### src/rtl/ram_ws_rs_data_ctrl.sv
// L1.5 data RAM port controller: write-priority arbitration with a bounded read-starvation guard
// and a credit-controlled response FIFO. Optional perf counters: RAM_WS_RS_DATA_CTRL_PERF_CNT_EN.
module ram_ws_rs_data_ctrl #(
  parameter int unsigned DATA_WIDTH    = 128,
  parameter int unsigned ADDR_WIDTH    = 6,
  parameter int unsigned BE_WIDTH      = DATA_WIDTH / 8,
  parameter int unsigned RESP_DEPTH    = 2,
  parameter int unsigned MAX_WR_STREAK = 4
) (
  input  logic                  clk,
  input  logic                  rst,
  input  logic                  rd_req_i,
  input  logic [ADDR_WIDTH-1:0] rd_addr_i,
  output logic                  rd_gnt_o,
  output logic                  rd_rvalid_o,
  output logic [DATA_WIDTH-1:0] rd_rdata_o,
  input  logic                  rd_rready_i,
  input  logic                  wr_req_i,
  input  logic [ADDR_WIDTH-1:0] wr_addr_i,
  input  logic [DATA_WIDTH-1:0] wr_wdata_i,
  input  logic [BE_WIDTH-1:0]   wr_be_i,
  output logic                  wr_gnt_o,
  output logic                  ram_req_o,
  output logic                  ram_write_o,
  output logic [ADDR_WIDTH-1:0] ram_addr_o,
  output logic [DATA_WIDTH-1:0] ram_wdata_o,
  output logic [BE_WIDTH-1:0]   ram_be_o,
  input  logic [DATA_WIDTH-1:0] ram_rdata_i,
  output logic [31:0]           perf_rd_cnt_o,
  output logic [31:0]           perf_wr_cnt_o,
  output logic [31:0]           perf_stall_cnt_o
);

  localparam int unsigned PTR_W = (RESP_DEPTH > 1) ? $clog2(RESP_DEPTH) : 1;
  localparam int unsigned CNT_W = $clog2(RESP_DEPTH + 1);
  localparam int unsigned STK_W = $clog2(MAX_WR_STREAK + 1);

  logic [CNT_W-1:0]      count_q;
  logic [PTR_W-1:0]      rptr_q, wptr_q;
  logic                  inflight_q;
  logic [STK_W-1:0]      streak_q;
  logic [DATA_WIDTH-1:0] mem_q [RESP_DEPTH];
  logic [ADDR_WIDTH-1:0] addr_q;
  logic [DATA_WIDTH-1:0] wdata_q;
  logic [BE_WIDTH-1:0]   be_q;

  logic                  pop, push, rd_ok, rd_elig, force_rd;
  logic [CNT_W:0]        used;

  function automatic logic [PTR_W-1:0] ptr_inc(input logic [PTR_W-1:0] p);
    return (p == PTR_W'(RESP_DEPTH - 1)) ? '0 : p + PTR_W'(1);
  endfunction

  assign pop      = rd_rvalid_o & rd_rready_i;
  assign push     = inflight_q;
  // Credits count both stored and still-in-flight responses so a grant can never overflow the FIFO.
  assign used     = (CNT_W+1)'(count_q) + (CNT_W+1)'(inflight_q) - (CNT_W+1)'(pop);
  assign rd_ok    = used < (CNT_W+1)'(RESP_DEPTH);
  assign rd_elig  = rd_req_i & rd_ok;
  assign force_rd = rd_elig & (streak_q == STK_W'(MAX_WR_STREAK));
  assign wr_gnt_o = ~rst & wr_req_i & ~force_rd;
  assign rd_gnt_o = ~rst & rd_elig & ~wr_gnt_o;

  assign rd_rvalid_o = (count_q != '0);
  assign rd_rdata_o  = mem_q[rptr_q];

  assign ram_req_o   = rd_gnt_o | wr_gnt_o;
  assign ram_write_o = wr_gnt_o;

  always_comb begin
    ram_addr_o  = addr_q;
    ram_wdata_o = wdata_q;
    ram_be_o    = be_q;
    if (rst) begin
      ram_addr_o  = '0;
      ram_wdata_o = '0;
      ram_be_o    = '0;
    end else if (wr_gnt_o) begin
      ram_addr_o  = wr_addr_i;
      ram_wdata_o = wr_wdata_i;
      ram_be_o    = wr_be_i;
    end else if (rd_gnt_o) begin
      ram_addr_o  = rd_addr_i;
      ram_be_o    = '0;
    end
  end

  always_ff @(posedge clk) begin
    if (rst) begin
      addr_q  <= '0;
      wdata_q <= '0;
      be_q    <= '0;
    end else if (ram_req_o) begin
      addr_q  <= ram_addr_o;
      wdata_q <= ram_wdata_o;
      be_q    <= ram_be_o;
    end
  end

  always_ff @(posedge clk) begin
    if (rst) begin
      count_q    <= '0;
      rptr_q     <= '0;
      wptr_q     <= '0;
      inflight_q <= 1'b0;
      streak_q   <= '0;
      for (int unsigned i = 0; i < RESP_DEPTH; i++) mem_q[i] <= '0;
    end else begin
      inflight_q <= rd_gnt_o;
      if (push) begin
        mem_q[wptr_q] <= ram_rdata_i;
        wptr_q        <= ptr_inc(wptr_q);
      end
      if (pop) rptr_q <= ptr_inc(rptr_q);
      case ({push, pop})
        2'b10:   count_q <= count_q + CNT_W'(1);
        2'b01:   count_q <= count_q - CNT_W'(1);
        default: ;
      endcase
      if (!rd_elig || rd_gnt_o)
        streak_q <= '0;
      else if (wr_gnt_o && streak_q != STK_W'(MAX_WR_STREAK))
        streak_q <= streak_q + STK_W'(1);
    end
  end

  a_no_overflow: assert property (@(posedge clk) disable iff (rst)
    !(push && !pop && count_q == CNT_W'(RESP_DEPTH)));

`ifdef RAM_WS_RS_DATA_CTRL_PERF_CNT_EN
  logic [31:0] rd_cnt_q, wr_cnt_q, stall_cnt_q;

  always_ff @(posedge clk) begin
    if (rst) begin
      rd_cnt_q    <= '0;
      wr_cnt_q    <= '0;
      stall_cnt_q <= '0;
    end else begin
      if (rd_gnt_o)             rd_cnt_q    <= rd_cnt_q + 32'd1;
      if (wr_gnt_o)             wr_cnt_q    <= wr_cnt_q + 32'd1;
      if (rd_req_i && !rd_gnt_o) stall_cnt_q <= stall_cnt_q + 32'd1;
    end
  end

  assign perf_rd_cnt_o    = rd_cnt_q;
  assign perf_wr_cnt_o    = wr_cnt_q;
  assign perf_stall_cnt_o = stall_cnt_q;
`else
  assign perf_rd_cnt_o    = '0;
  assign perf_wr_cnt_o    = '0;
  assign perf_stall_cnt_o = '0;
`endif

endmodule

### config.mk
export PLATFORM = sky130hd
export DESIGN_NAME = ram_ws_rs_data_ctrl
export DESIGN_NICKNAME = d
export VERILOG_FILES = /design/src/rtl/ram_ws_rs_data_ctrl.sv
export SDC_FILE = /design/constraint.sdc
export NUM_CORES = 1
export LEC_CHECK = 0
export CAP_MARGIN = 10
export CORE_AREA = 2 2 257 259
export DETAILED_ROUTE_END_ITERATION = 8
export DIE_AREA = 0 0 259 261
export PLACE_DENSITY = 0.64
export SYNTH_ARGS = -nofsm -noshare
export SYNTH_HDL_FRONTEND = slang
export SYNTH_SLANG_ARGS = --single-unit
### constraint.sdc
create_clock -name clk -period 11.5 [get_ports clk]
set_clock_uncertainty 0.1 [all_clocks]
set_input_delay 2.3 -clock clk [delete_from_list [all_inputs] [get_ports clk]]
set_output_delay 2.3 -clock clk [all_outputs]
set_load 0.005 [all_outputs]
==> impl_metrics.tcl <==
set metrics [dict create \
    peakVddDrop_v 0.0000911 \
    dp_hpwl_mm 39.9 \
    setup_tns_ns 0 \
    wl_mm 56.9 \
    p_switching_uw 1040 \
    register_area_mm2 0.0109 \
    finalPower_uw 4040 \
    grt_pass1_wl_mm 80.8 \
    cts_root_buf "clkbuf_16" \
    die_height_um 261 \
    synth_flop_cell "edfxtp_1" \
    clkSlewWorstSetupHoldPaths_ns 0.06 \
    power_frac_seq 0.438 \
    rsz0062_at_grt "false" \
    grt_max_degree 122 \
    critPathBufInv 3 \
    ys_seq_elements 415 \
    clock_path_buffers 3 \
    clk_latency_ns 0.56 \
    required_ns 9.10 \
    std_cell_rows 94 \
    multi_input_area_mm2 0.00640 \
    cp_slowest_cell "o21a_4" \
    fin_nets 2433 \
    place.gp.congestion 0.832 \
    drive_gt1_frac 0.0976 \
    synth_area_leaders "edfxtp_1 (42%), dfxtp_1 (18%), and2_1 (8.9%), mux2_2 (8.0%), a21oi_1 (7.1%)" \
    power.density_mw_per_mm2 158 \
    worstSetupPathType "input pin to output pin" \
    numCtsBuffers 46 \
    critPathMaxStageDelay_ns 0.76 \
    grt_pass1_vias 13000 \
    synth_area_mm2 0.0181 \
    cp.arrival_ns 6.57 \
    start_util 0.278 \
    synth_top_cell_area_share 0.425 \
    avgSynthCellArea_um2 11.2 \
    postRouteAntennaNets 0 \
    cts_tree "yes" \
    synth-edff-count 256 \
    dr.first_iter.drc_count 782 \
    htreeDepth 2 \
    p_leak_uw 0.00955 \
    maxCapViolCount 0 \
    synth_cell_types 34 \
    grt_usage 0.159 \
    viasPerCell 4.43 \
    io_pins 668 \
    period_needed_ns 8.97 \
    crit_family "buffers and inverters" \
    setup_viol 0 \
    maxSlewHeadroom 0.358 \
    grt_overflow 0 \
    dr_total_vias 13500 \
    worst_pin_slew_ns 0.963 \
    synth_async_sr_flop_share 0 \
    remaining_drc_errors 0 \
    fill_cells 6258 \
    p_comb_frac 0.230 \
    crit_top_cell "clkdlybuf4s50_1" \
    cts-resized-gates 0 \
    period_share 0.780 \
    hold_buffers 0 \
    finalHoldViolations 0 \
    min_path_type "flip-flop to flip-flop" \
    ys_seq_area_frac 0.601 \
    cp_max_fo 76 \
    synth_commonest_cells "nand2_1 (259), a21oi_1 (257), and2_1 (257)" \
    p_clk_frac 0.332 \
    portBuffers 571 \
    cp-start-kind "input pin" \
    p_int_uw 3000 \
    drv_slew 0 \
    yosys_warnings 0 \
    fmax_ghz 0.111 \
    endpoint_kind "output pin" \
    wl_per_cell_um 18.7 \
    die_x_um 259 \
    dieArea_mm2 0.0676 \
    grt_antenna_before_repair 18 \
    core_mm2 0.0650 \
    syn_to_final_growth_pct 41.4 \
    drt_pass1_iterations 5 \
    timing.hold.ws_ns 0.350 \
    synth_area_leader_cell "edfxtp_1" \
    switching_share 0.257 \
    status "completed" \
    cp_cell_sequence "clkdlybuf4s50_1, and2_1, ha_1, nand2b_1, fa_1, xor2_2, o21a_4, buf_4, a222oi_1, nor2_1, clkdlybuf4s50_1" \
    synth.most_common_cell "nand2_1" \
    synthCells 1615 \
    post_cts_buffers 0 \
    clock_sinks 415 \
]
==> routing by layer <==
layer	up-vias	routed length, µm	global-route usage
met2	541	27300	0.258
li1	6440	-	-
met1	6431	22700	0.189
met4	2	1590	0.0645
met3	86	5370	0.0591
met5	-	9	0.00486
==> cells by family after synthesis <==
family                   synth area share
buffers and inverters              0.0673
other                            0.000207
AO/OA/AOI/OAI                      0.0951
adder cells (fa/ha/maj)           0.00387
multiplexers                       0.0796
flip-flops                          0.601
AND/OR/NAND/NOR                     0.150
XOR/XNOR                          0.00332
==> sequential cells by signal (all words and copies together), names as in the netlist, named ones only <==
| signal | cells |
|---|---|
| addr_q | 6 |
| count_q | 2 |
| wdata_q | 128 |
| wptr_q | 1 |
| inflight_q | 1 |
| streak_q | 3 |
| be_q | 16 |
| rptr_q | 1 |
| mem_q | 256 |
==> worst paths after layout <==
path,startpoint,end,slack (ns),cells after the start
hold / removal,streak_q[0]$_SDFFE_PP0P_,streak_q[0]$_SDFFE_PP0P_,0.35,1
setup / recovery,rd_rready_i,ram_addr_o[1],2.53,11
setup reg to reg,count_q[1]$_SDFFE_PP0N_,wdata_q[60]$_SDFFE_PP0P_,7.28,10
hold reg to reg,streak_q[0]$_SDFFE_PP0P_,streak_q[0]$_SDFFE_PP0P_,0.35,1
==> final cells by class <==
type | instances | share of cell area
Tap cell | 864 | 0.0422
Antenna cell | 12 | 0.00117
Multi-Input combinational cell | 1083 | 0.250
Timing Repair Buffer | 586 | 0.228
Clock inverter | 18 | 0.00425
Clock buffer | 64 | 0.0480
Inverter | 7 | 0.00103
Sequential cell | 415 | 0.425
==> cell usage in the layout, fill, tap and decap left out, drive strengths merged, types with 2 or more instances in the layout <==
cell / instances
ha: 4
or2: 2
a2111oi: 2
diode: 12
a21oi: 257
a222oi: 6
edfxtp: 256
and2: 257
nor2: 20
nor3: 3
clkinv: 17
a22o: 32
conb: 96
mux2: 128
clkdlybuf4s50: 570
xnor2: 3
nand2: 259
nand2b: 2
inv: 8
clkbuf: 64
buf: 16
dfxtp: 159
xor2: 3
==> power groups by stage <==
| stage | clock network [µW] | registers (µW) | logic [µW] |
|---|---|---|---|
| after floorplan | 0 | 1780 | 438 |
| after global placement | 0 | 1800 | 934 |
| after detailed placement | 0 | 1810 | 937 |
| after CTS | 1390 | 1770 | 944 |
| after global routing | 1440 | 1790 | 1000 |
| final | 1340 | 1770 | 932 |
==> per-stage QoR <==
stage,area [µm²],util,std cells,setup slack (ns)
after global routing,25600,0.394,3049,2.27
after CTS,25600,0.393,3037,2.51
final,25600,0.394,3049,2.53
after global placement,24200,0.373,2955,2.63
after detailed placement,24200,0.373,2955,2.53
after floorplan,18500,-,1710,4.66
==> worst reg2reg max path: stages, from the launching register on <==
cell and delay, ns:
dfxtp_1 0.37, or2_2 0.35, and2_1 0.20, ha_1 0.33, nand2b_1 0.18, fa_1 0.41
xor2_2 0.38, o21a_4 0.76, buf_4 0.65, nand2_1 0.24, a21oi_1 0.17
No activity file was read; power rests on OpenSTA's default activity.
